`config.mk`:
```
export PLATFORM = sky130hd
export DESIGN_NAME = shift_add_multiplier_flat
export DESIGN_NICKNAME = d
export VERILOG_FILES = /design/src/rtl/mult_pkg.sv /design/src/rtl/shift_add_multiplier_if.sv /design/src/rtl/shift_add_multiplier_step.sv /design/src/rtl/shift_add_multiplier.sv /design/src/flat_wrapper.sv
export SDC_FILE = /design/constraint.sdc
export NUM_CORES = 1
export LEC_CHECK = 0
export ABC_CLOCK_PERIOD_IN_PS = 7000
export CAP_MARGIN = 20
export CELL_PAD_IN_SITES_DETAIL_PLACEMENT = 1
export CELL_PAD_IN_SITES_GLOBAL_PLACEMENT = 2
export CORE_MARGIN = 10
export CORE_UTILIZATION = 36
export CTS_CLUSTER_SIZE = 12
export DETAILED_ROUTE_END_ITERATION = 8
export GPL_TIMING_DRIVEN = 0
export PLACE_DENSITY = 0.95
export SLEW_MARGIN = 15
export SYNTH_ARGS = -nofsm -noshare
export SYNTH_HDL_FRONTEND = slang
export SYNTH_SLANG_ARGS = --single-unit
```
`constraint.sdc`:
```
create_clock -name clk_in -period 7 [get_ports clk_in]
set_input_delay 0.7 -clock clk_in [delete_from_list [all_inputs] [get_ports clk_in]]
set_output_delay 0.7 -clock clk_in [all_outputs]
set_load 0.01 [all_outputs]
```
`src/rtl/mult_pkg.sv`:
```
// Shared types and defaults for the shift-and-add multiply-accumulate unit.
package mult_pkg;

  localparam int unsigned DEFAULT_WIDTH = 32;

  typedef enum logic [1:0] {
    IDLE,
    MULTIPLYING,
    DONE
  } mult_state_t;

endpackage

```
`src/rtl/shift_add_multiplier_if.sv`:
```
// Request/response bundle for shift_add_multiplier; the master drives requests and the slave returns results.
interface shift_add_multiplier_if
  import mult_pkg::*;
#(
  parameter int unsigned WIDTH = DEFAULT_WIDTH
);

  logic [WIDTH-1:0]   multiplicand_in;
  logic [WIDTH-1:0]   multiplier_in;
  logic [WIDTH-1:0]   addend_in;
  logic               data_valid_in;
  logic [2*WIDTH-1:0] product_out;
  logic               data_valid_out;
  logic               busy_out;
  logic               error_out;

  modport master (
    output multiplicand_in, multiplier_in, addend_in, data_valid_in,
    input  product_out, data_valid_out, busy_out, error_out
  );

  modport slave (
    input  multiplicand_in, multiplier_in, addend_in, data_valid_in,
    output product_out, data_valid_out, busy_out, error_out
  );

endinterface

```
`src/rtl/shift_add_multiplier_step.sv`:
```
// One shift-and-add iteration: conditionally add the multiplicand, then advance both operands by one bit.
module shift_add_step
  import mult_pkg::*;
#(
  parameter int unsigned WIDTH = DEFAULT_WIDTH
) (
  input  logic [2*WIDTH-1:0] acc,
  input  logic [2*WIDTH-1:0] mcand,
  input  logic [WIDTH-1:0]   mplier,
  output logic [2*WIDTH-1:0] acc_next,
  output logic [2*WIDTH-1:0] mcand_next,
  output logic [WIDTH-1:0]   mplier_next
);

  always_comb begin
    acc_next    = mplier[0] ? (acc + mcand) : acc;
    mcand_next  = mcand << 1;
    mplier_next = mplier >> 1;
  end

endmodule

```
`src/rtl/shift_add_multiplier.sv`:
```
// Sequential multiply-accumulate (A*B + addend), one multiplier bit per cycle, single request in flight.
// Optional SHIFT_ADD_MULT_EARLY_EXIT_EN finishes as soon as no multiplier bits remain.
module shift_add_multiplier
  import mult_pkg::*;
#(
  parameter int unsigned WIDTH = DEFAULT_WIDTH
) (
  input  logic                  clk_in,
  input  logic                  rst_in,
  shift_add_multiplier_if.slave bus
);

  localparam int unsigned PW = 2 * WIDTH;
  localparam int unsigned CW = $clog2(WIDTH + 1);

  mult_state_t       state;
  logic [PW-1:0]     acc;
  logic [PW-1:0]     mcand;
  logic [WIDTH-1:0]  mplier;
  logic [CW-1:0]     count;
  logic [PW-1:0]     product_q;
  logic              valid_q;
  logic              busy_q;
  logic              error_q;

  logic [PW-1:0]     acc_next;
  logic [PW-1:0]     mcand_next;
  logic [WIDTH-1:0]  mplier_next;
  logic              finish_c;

  shift_add_step #(
    .WIDTH (WIDTH)
  ) u_step (
    .acc         (acc),
    .mcand       (mcand),
    .mplier      (mplier),
    .acc_next    (acc_next),
    .mcand_next  (mcand_next),
    .mplier_next (mplier_next)
  );

`ifdef SHIFT_ADD_MULT_EARLY_EXIT_EN
  assign finish_c = (count == CW'(1)) || (mplier_next == '0);
`else
  assign finish_c = (count == CW'(1));
`endif

  // Control FSM and datapath registers; busy tracks state != IDLE one-for-one.
  always_ff @(posedge clk_in) begin
    if (rst_in) begin
      state     <= IDLE;
      count     <= CW'(WIDTH);
      acc       <= '0;
      mcand     <= '0;
      mplier    <= '0;
      product_q <= '0;
      valid_q   <= 1'b0;
      busy_q    <= 1'b0;
      error_q   <= 1'b0;
    end else begin
      case (state)
        IDLE: begin
          if (bus.data_valid_in) begin
            acc     <= {{WIDTH{1'b0}}, bus.addend_in};
            mcand   <= {{WIDTH{1'b0}}, bus.multiplicand_in};
            mplier  <= bus.multiplier_in;
            count   <= CW'(WIDTH);
            valid_q <= 1'b0;
            error_q <= 1'b0;
            busy_q  <= 1'b1;
            state   <= MULTIPLYING;
          end
        end
        MULTIPLYING: begin
          acc    <= acc_next;
          mcand  <= mcand_next;
          mplier <= mplier_next;
          count  <= count - CW'(1);
          if (finish_c) begin
            product_q <= acc_next;
            error_q   <= |acc_next[PW-1:WIDTH];
            valid_q   <= 1'b1;
            state     <= DONE;
          end
        end
        DONE: begin
          valid_q <= 1'b0;
          busy_q  <= 1'b0;
          state   <= IDLE;
        end
        default: begin
          valid_q <= 1'b0;
          busy_q  <= 1'b0;
          state   <= IDLE;
        end
      endcase
    end
  end

  assign bus.product_out    = product_q;
  assign bus.data_valid_out = valid_q;
  assign bus.busy_out       = busy_q;
  assign bus.error_out      = error_q;

endmodule

```
`src/flat_wrapper.sv`:
```
// flat-port wrapper written by rule: the top's interface ports become plain ports
module shift_add_multiplier_flat import mult_pkg::*;
#(
  parameter int unsigned WIDTH = DEFAULT_WIDTH
)
  (clk_in, rst_in, bus_multiplicand_in, bus_multiplier_in, bus_addend_in, bus_data_valid_in, bus_product_out, bus_data_valid_out, bus_busy_out, bus_error_out);
  shift_add_multiplier_if #(.WIDTH(WIDTH)) bus_i ();
  input  logic clk_in;
  input  logic rst_in;
  input wire logic [$bits(bus_i.multiplicand_in)-1:0] bus_multiplicand_in;
  input wire logic [$bits(bus_i.multiplier_in)-1:0] bus_multiplier_in;
  input wire logic [$bits(bus_i.addend_in)-1:0] bus_addend_in;
  input wire logic [$bits(bus_i.data_valid_in)-1:0] bus_data_valid_in;
  output wire logic [$bits(bus_i.product_out)-1:0] bus_product_out;
  output wire logic [$bits(bus_i.data_valid_out)-1:0] bus_data_valid_out;
  output wire logic [$bits(bus_i.busy_out)-1:0] bus_busy_out;
  output wire logic [$bits(bus_i.error_out)-1:0] bus_error_out;
  assign bus_i.multiplicand_in = bus_multiplicand_in;
  assign bus_i.multiplier_in = bus_multiplier_in;
  assign bus_i.addend_in = bus_addend_in;
  assign bus_i.data_valid_in = bus_data_valid_in;
  assign bus_product_out = bus_i.product_out;
  assign bus_data_valid_out = bus_i.data_valid_out;
  assign bus_busy_out = bus_i.busy_out;
  assign bus_error_out = bus_i.error_out;
  shift_add_multiplier #(.WIDTH(WIDTH)) u_core (.clk_in(clk_in), .rst_in(rst_in), .bus(bus_i));
endmodule
```
# [After elaboration in Yosys (flattened, before gate mapping)]
# Cells that the tools add are included.
[totals] input_bits=99 out_inout_bits=67 reg_bits=235 word_cells=43
[op_classes] eq_ne=4 n_addsub=2 n_reduce_logical=8 muxes=19 bitwise=1
[op_table] cell="64-bit case mux with 2 select lines" n=2
[op_table] cell="64-bit two-way mux" n=3
[op_table] cell="64-bit adder" n=1
[op_table] cell="32-bit case mux with 2 select lines" n=1
[op_table] cell="32-bit two-way mux" n=1
[op_table] cell="32-bit OR reduction" n=1
[op_table] cell="6-bit case mux with 2 select lines" n=1
[op_table] cell="2-bit AND reduction" n=4
[op_table] cell="6-bit by 1-bit equality test with 1-bit output, second input constant" n=1
[op_table] cell="6-bit two-way mux" n=1
[op_table] cell="1-bit case mux with 2 select lines" n=3
[op_table] cell="6-bit by 1-bit subtractor with 6-bit output, second input constant" n=1
[op_table] cell="1-bit two-way mux" n=4
[op_table] cell="2-bit two-way mux" n=2
[op_table] cell="2-bit case mux with 2 select lines" n=1
[op_table] cell="3-bit AND reduction" n=1
[op_table] cell="2-bit by 1-bit equality test with 1-bit output, second input constant" n=1
[op_table] cell="2-bit zero test" n=1
[op_table] cell="2-bit by 1-bit inequality test with 1-bit output, second input constant" n=1
[op_table] cell="2-bit inequality test, second input constant" n=1
[op_table] cell="2-bit nonzero test" n=1
[op_table] cell="1-bit NOT" n=1

# [Longest topological paths before layout]
# Gate-level depths: netlist of the first run.
[depth] ltp_word=5 mapped_depth=13 depth_no_buf=13

# [Hierarchy]
# From an unflattened synthesis of the first run, not the netlist that was laid out.
[unflattened] cells_unflattened=1828 hier_area_um2=14604.0
[modules_own_cells] module="shift_add_multiplier" n_inst=1 seq_area_each_um2=4684.5 area_per_inst_um2=9227.6 cells_per_inst=1066
[modules_own_cells] module="shift_add_step" n_inst=1 seq_area_each_um2=0.0 area_per_inst_um2=5376.4 cells_per_inst=762

# [Least setup slack after synthesis of the first run]
# OpenSTA, ideal clock, no wires.
[synth_timing] path_kind="reg-to-reg" start="register u_core.mcand[0]" end="register u_core.error_q (netlist: u_core.bus.error_out)" setup_slack_ns=3.668 arrival_time_ns=3.202 path_buffers=0 required_ns=6.870 stages_incl_launch_ff=14 cell_sequence="dfxtp_1 -> ha_1 -> fa_1 -> a211oi_2 -> o21ai_1 -> a211oi_2 -> a221oi_4 -> o31a_1 -> xor2_1 -> mux2_4 -> a2111oi_0 -> nand4_1 -> nor4_1 -> a31oi_1"
[synth_between] elab_chain_len=5
[synth_lines] element="start, declared" line="shift_add_multiplier.sv:18" source="logic [PW-1:0] mcand;"
[synth_lines] element="start signal, assigned" line="shift_add_multiplier.sv:65" source="mcand <= {{WIDTH{1'b0}}, bus.multiplicand_in};"
[synth_lines] element="start signal, assigned" line="shift_add_multiplier.sv:76" source="mcand <= mcand_next;"
[synth_lines] element="64-bit adder" line="shift_add_multiplier_step.sv:16" source="acc_next = mplier[0] ? (acc + mcand) : acc;"
[synth_lines] element="64-bit two-way mux" line="shift_add_multiplier_step.sv:16"
[synth_lines] element="32-bit OR reduction" line="shift_add_multiplier.sv:81" source="error_q <= |acc_next[PW-1:WIDTH];"
[synth_lines] element="1-bit two-way mux" line="shift_add_multiplier.sv:79" source="if (finish_c) begin"
[synth_lines] element="1-bit case mux with 2 select lines" line="shift_add_multiplier.sv:61" source="case (state)"
[synth_lines] element="end signal, assigned" line="shift_add_multiplier.sv:81"
[synth_lines] element="end, declared" line="shift_add_multiplier.sv:24" source="logic error_q;"
# No other way between the ends. The select of a mux whose other input is x is not followed.
# A chain may end at the register's enable or synchronous reset.

# [Final worst setup path of the first run]
[layout_timing] start="register u_core.mcand[1]" end="register u_core.error_q (netlist: u_core.bus.error_out)"
# Same word-level chain as after synthesis.

==> results of run 1 <==
[per-stage QoR]
stage | setup WS [ns] | cells | cell area [sq um]
finish | 2.29 | 2513 | 17500
global route | 2.03 | 2513 | 17500
CTS | 2.27 | 2512 | 17500
detailed placement | 2.33 | 2463 | 16400
global placement | 2.32 | 2463 | 16400
floorplan | 3.67 | 1782 | 14100
[metal layers]
metal,global-route usage (%),up-vias,wire length [um]
met4,8.05,2,1810
li1,-,6886,-
met2,41.2,412,28100
met3,3.58,89,3600
met5,0,-,13
met1,31.9,7241,26600
[power groups by stage]
stage | Combinational, W | Clock, W | Sequential, W
after floorplan | 0.000475 | 0 | 0.00146
after global placement | 0.000708 | 0 | 0.00148
after detailed placement | 0.000725 | 0 | 0.00148
after CTS | 0.000733 | 0.00167 | 0.00146
after global routing | 0.000807 | 0.00172 | 0.00146
final | 0.000741 | 0.00165 | 0.00146
[cells in the final DEF (no fill, tap or decap), drive strengths merged, types with 49 or more instances in the layout]
cell type        n
nor2b           69
nor2           273
o21ai           71
a211oi          88
clkdlybuf4s50  163
nand2          159
clkbuf         149
o221a           63
a21oi          172
dfxtp          234
a22oi           49
ha              65
[flip-flops by register name, indices dropped and copies added, names as in the netlist]
| name | flops |
|---|---|
| u_core.bus.product_out | 64 |
| u_core.mcand | 64 |
| u_core.bus.busy_out | 1 |
| u_core.bus.error_out | 1 |
| u_core.count | 6 |
| u_core.mplier | 32 |
| u_core.acc | 64 |
| u_core.state | 2 |
[final timing paths]
kind | startpoint | end | slack (ns) | depth (start not counted)
max | u_core.mcand[1]$_SDFFE_PP0P_ | u_core.bus.error_out$_SDFFE_PP0P_ | 2.29 | 12
max reg2reg | u_core.mcand[1]$_SDFFE_PP0P_ | u_core.bus.error_out$_SDFFE_PP0P_ | 2.29 | 12
min reg2reg | u_core.bus.product_out[18]$_SDFFE_PP0P_ | u_core.bus.product_out[18]$_SDFFE_PP0P_ | 0.46 | 2
min | u_core.bus.product_out[18]$_SDFFE_PP0P_ | u_core.bus.product_out[18]$_SDFFE_PP0P_ | 0.46 | 2
[cell families after synthesis]
logic type	count (synthesis)	share of synthesized area, %
AO/OA/AOI/OAI	554	27.9
XOR/XNOR	56	3.47
adder cells (fa/ha/maj)	66	5.89
buffers and inverters	161	4.44
flip-flops	234	33.1
multiplexers	46	3.34
AND/OR/NAND/NOR	665	21.8
[tightest hold or removal path, delay by kind of cell, from the launching register on]
kind             cells  cell delay (ns)
AO/OA/AOI/OAI        1             0.05
flip-flops           1             0.31
AND/OR/NAND/NOR      1             0.05
[area by class of cell]
| cell class | count | area, sq um |
|---|---|---|
| Clock buffer | 36 | 801 |
| Clock inverter | 13 | 236 |
| Multi-Input combinational cell | 1387 | 8830 |
| Tap cell | 518 | 648 |
| Buffer | 140 | 549 |
| Inverter | 21 | 78.8 |
| Fill cell | 4707 | 21300 |
| Sequential cell | 234 | 4680 |
| Antenna cell | 1 | 2.50 |
| Timing Repair Buffer | 163 | 1630 |
==> reports/qor.txt, run 1 <==
Status -> complete, no violations
Leak pwr -> 6.64 nW
WP data required -> 7.42 ns
Setup TNS -> 0 ns
Combinational Power Share -> 19.3%
Cell family with most CP delay -> compound AO/OA/AOI/OAI gates
Share of the synthesized area in the top cell type -> 33.1%
Final setup viols -> 0
Number of buffers and inverters on the critical path -> 0
# DRC -> 0
Post-Syn Area -> 0.0141 sq mm
P_int -> 0.00271 W
Most frequent cells after synthesis -> 273 x nor2_1, 234 x dfxtp_1, 169 x a21oi_1
WL final -> 60.1 mm
Largest cells by area after synthesis -> dfxtp_1 33%, nor2_1 7.2%, a21oi_1 6.0%, ha_1 5.8%, o221a_2 5.0%
Post-synth EDFFs -> 0
Max Cap Viol -> 0
Vias in the first global route -> 15,400
Clock Power Share -> 42.8%
Final GP Congestion -> 0.948
Hold Crit Class -> register to register
CP Data Arrival Time -> 5.13 ns
Gr usage total -> 24.6%
CP Class -> register to register
Detail Route Antenna Nets -> 0
Yosys cell types -> 81
Share of post-route cells with drive strength above 1 -> 8.22%
Switching pwr -> 0.00113 W
Chip height -> 218 um
First-pass GRT wire length -> 92.5 mm
Total Power -> 0.00384 W
Nets -> 2,140
Setup bufs post-CTS -> 0
PD cells -> 220 mW/mm^2
Starting Density -> 36.5%
Critical path endpoint category -> register
Post-DP HPWL -> 46.6 mm
Std-Cell Rows -> 72
Area Overhead vs Synth -> 23.5%
Worst Tran Pin Value -> 1.04 ns
Minimum clock period -> 4.71 ns
Crit-path most repeated cell -> a211oi_1
Drt pass-1 iters -> 5
Port-buffer cells -> 163
Initial antenna violation count -> 2
Switching share of power -> 29.5%
Critical-path top delay cell -> a211oi_1
Register area share after synthesis -> 33.1%
Clock Pin Slew Worst Setup and Hold Paths -> 0.06 ns
Initial DRC Count -> 1,132
Setup repair after global routing missed its margin -> false
Core Region -> 0.0387 sq mm
Fmax -> 0.212 GHz
Seq cells post-synth -> 234
Vias -> 14,600
Grt ovf -> 0
Io pins -> 166
Root Buffer Master -> clkbuf_16
Cts hold-fix bufs -> 0
DIE WIDTH -> 218 um
Main flop type after synthesis -> dfxtp_1
Fin util -> 45.1%
Max stage delay on crit path -> 0.55 ns
Worst Path Max Fanout -> 4
Sequential power share -> 37.9%
Crit path cell chain -> ha_1, a211oi_1, o21ai_0, a21o_1, a211oi_1, o21ai_1, a41o_1, xor2_1, mux2i_1, nand4_1, nor4_1, a31oi_1
Vias/cell -> 5.82
Clock sinks -> 234
Drt wl/cell -> 23.9 um
Syn nets -> 1,947
Largest net degree at the start of global routing -> 15
CTS tree -> built
Die area -> 0.0476 sq mm
Worst slew margin -> 30.8%
Maximum VDD drop -> 169 uV
Max Buffers Root-to-Sink -> 3
Worst-Skew Late Latency -> 0.57 ns
Synthesized area per cell -> 7.94 sq um
Count leader, synth -> nor2_1
CP Launch Type -> register
Final Cycle Share -> 67.3%
Max Slew Vio Count -> 0
Hold Worst Slack -> 0.464 ns
Top cell type by total area after synthesis -> dfxtp_1
Worst Clk Skew -> 0.0167 ns
Hold Vio Cnt, Final -> 0
H-Tree Level Count -> 1
Asr flop ratio synth -> 0%
Yosys warns -> 0
# resized after CTS -> 0
Synthesized instance count -> 1,782
CTS buffer count -> 28
No activity file was read; power rests on OpenSTA's default activity.
==> run 2: changes to the inputs <==
--- a/config.mk
+++ b/config.mk
@@ -5,16 +5,16 @@
 export SDC_FILE = /design/constraint.sdc
 export NUM_CORES = 1
 export LEC_CHECK = 0
-export ABC_CLOCK_PERIOD_IN_PS = 7000
+export ABC_CLOCK_PERIOD_IN_PS = 3900
 export CAP_MARGIN = 20
 export CELL_PAD_IN_SITES_DETAIL_PLACEMENT = 1
 export CELL_PAD_IN_SITES_GLOBAL_PLACEMENT = 2
 export CORE_MARGIN = 10
-export CORE_UTILIZATION = 36
+export CORE_UTILIZATION = 30
 export CTS_CLUSTER_SIZE = 12
 export DETAILED_ROUTE_END_ITERATION = 8
 export GPL_TIMING_DRIVEN = 0
-export PLACE_DENSITY = 0.95
+export PLACE_DENSITY = 0.87
 export SLEW_MARGIN = 15
 export SYNTH_ARGS = -nofsm -noshare
 export SYNTH_HDL_FRONTEND = slang
==> constraint.sdc (replaced) <==
create_clock -name clk_in -period 3.9 [get_ports clk_in]
set_input_delay 0.39 -clock clk_in [delete_from_list [all_inputs] [get_ports clk_in]]
set_output_delay 0.39 -clock clk_in [all_outputs]
set_load 0.01 [all_outputs]
==> run 2 against run 1 <==
  * The flow now finishes with violations (setup timing)
  * Critical path type unchanged
  * Hold slack better by 0.012 ns
  * Wire length rose by 2.2%
  * Die area increased by 18%
  * Non-clock buffer count rose by 15
==> reports/qor.txt, run 2 (synthesis results as in run 1) <==
Max stage delay on crit path -> 0.49 ns
R2R Path End -> u_core.bus.error_out$_SDFFE_PP0P_
Die area -> 0.0562 sq mm
Status -> finished with violations
Final Cycle Share -> 102%
Drt wl/cell -> 23.5 um
Worst Clk Skew -> 0.0114 ns
Minimum clock period -> 4.00 ns
Critical-path top delay cell -> dfxtp_1
# DRC -> 0
Io pins -> 166
R2R Setup Slk -> -0.1 ns
Max Cap Viol -> 0
Max Buffers Root-to-Sink -> 3
Post-route cell area -> 0.0178 sq mm
Worst r2r src -> u_core.acc[40]$_SDFFE_PP0P_
Largest net degree at the start of global routing -> 15
Crit path cell chain -> ha_1, clkbuf_1, o21ai_1, o211ai_1, a21boi_2, o2111ai_1, o21ai_2, xor2_1, a31oi_1, a2111oi_2, nand4_1, nor4_2, a31oi_1
Initial antenna violation count -> 2
FF-to-FF path depth -> 13
Area Overhead vs Synth -> 26.2%
Worst-Skew Late Latency -> 0.57 ns
Number of buffers and inverters on the critical path -> 1
Min-delay src -> u_core.bus.product_out[24]$_SDFFE_PP0P_
CTS tree -> built
Nets -> 2,155
Hold Vio Cnt, Final -> 0
WL final -> 61.4 mm
Worst Tran Pin Value -> 1.07 ns
Pre-CTS WS -> -0.913 ns
Clock Pin Slew Worst Setup and Hold Paths -> 0.06 ns
Gr usage total -> 20.8%
Maximum VDD drop -> 315 uV
First-pass GRT wire length -> 93.0 mm
Hold Worst Slack -> 0.476 ns
Share of post-route cells with drive strength above 1 -> 11.0%
Cell family with most CP delay -> compound AO/OA/AOI/OAI gates
Worst slew margin -> 28.6%
Commonest non-fill, non-tap cell in the layout -> nor2_1
Grt ovf -> 0
Max Slew Vio Count -> 0
Std-Cell Rows -> 79
Commonest cells after routing, fill and taps aside -> 272 x nor2_1, 231 x dfxtp_1, 166 x a21oi_1
Vias -> 14,700
CP Launch Type -> register
Worst Path Max Fanout -> 9
Fmax -> 0.250 GHz
Layout Cells excl Fill -> 2,615
Worst Hold Endpoint -> u_core.bus.product_out[24]$_SDFFE_PP0P_
Critical path endpoint category -> register
Core Region -> 0.0466 sq mm
H-Tree Level Count -> 1
Dpl cell area -> 0.0165 sq mm
Root Buffer Master -> clkbuf_16
Detail Route Antenna Nets -> 0
Hold Crit Class -> register to register
Leak pwr -> 6.70 nW
Starting Density -> 30.4%
Post-DP HPWL -> 47.9 mm
Final GP Congestion -> 0.922
CP Class -> register to register
Chip height -> 237 um
Hold-critical path depth -> 2
Vias in the first global route -> 15,200
Violated checks -> setup timing
Final worst slack -> -0.0958 ns
Crit-path most repeated cell -> a31oi_1
CTS buffer count -> 28
Cts hold-fix bufs -> 0
Initial DRC Count -> 1,035
Final setup viols -> 1
Placed Cells -> 2,552
Clock sinks -> 234
Port-buffer cells -> 163
Fillers -> 5,622
DIE WIDTH -> 237 um
CP Data Arrival Time -> 4.44 ns
WP data required -> 4.34 ns
Vias/cell -> 5.61
ANT cells -> 0
Drt pass-1 iters -> 5
PD cells -> 367 mW/mm^2
Setup repair after global routing missed its margin -> true
[run 2: power by group]
part / total, W / switching [W] / internal (W)
registers: 0.00261 / 0.000106 / 0.00251
logic: 0.00139 / 0.000845 / 0.000545
clock network: 0.00255 / 0.00111 / 0.00143
[run 2: worst max path at each step]
stage / startpoint / end / depth (start not counted)
final: u_core.acc[40]$_SDFFE_PP0P_ / u_core.bus.error_out$_SDFFE_PP0P_ / 13
after global routing: u_core.acc[19]$_SDFFE_PP0P_ / u_core.bus.error_out$_SDFFE_PP0P_ / 13
after CTS: u_core.mcand[30]$_SDFFE_PP0P_ / u_core.bus.error_out$_SDFFE_PP0P_ / 14
after detailed placement: u_core.acc[46]$_SDFFE_PP0P_ / u_core.bus.error_out$_SDFFE_PP0P_ / 13
after floorplan: u_core.mcand[0]$_SDFFE_PP0P_ / u_core.bus.error_out$_SDFFE_PP0P_ / 13
after global placement: u_core.acc[46]$_SDFFE_PP0P_ / u_core.bus.error_out$_SDFFE_PP0P_ / 13
[run 2: routing by layer]
metal,wire length (um),part of all wire (%),GRT usage [%]
met2,27700,45,33.7
met4,1910,3.1,6.23
met1,27300,44,27.2
met3,4480,7.3,4.64
met5,13,0.021,0
[run 2: layout make-up]
cell class	instances	area [sq um]	area share, %
clock inverters	16	133	0.743
clock buffers	32	746	4.18
inverters	21	78.8	0.442
flip-flops and latches	234	4690	26.3
well taps	607	759	4.26
plain buffers	139	559	3.13
repair buffers	179	1760	9.84
multi-input cells	1387	9120	51.1
[run 2: through the flow]
step                TNS [ns]  power, W  utilization, %
floorplan                  0   0.00348               -
global placement       -2.21   0.00394            35.5
detailed placement     -3.14   0.00397            35.5
CTS                  -0.0727   0.00656            37.9
global route          -0.177   0.00683            38.3
finish               -0.0958   0.00655            38.3
[run 2: worst min-delay path, cell delays in order, from the launching register on]
cell,delay [ns]
dfxtp_1,0.31
nand2_1,0.05
a21oi_1,0.06
[run 2: what timing repair did]
action                     CTS  global route
setup endpoints to repair   19             1
buffers inserted             7             9
gates resized for setup     38            33
pin swaps                   11            19
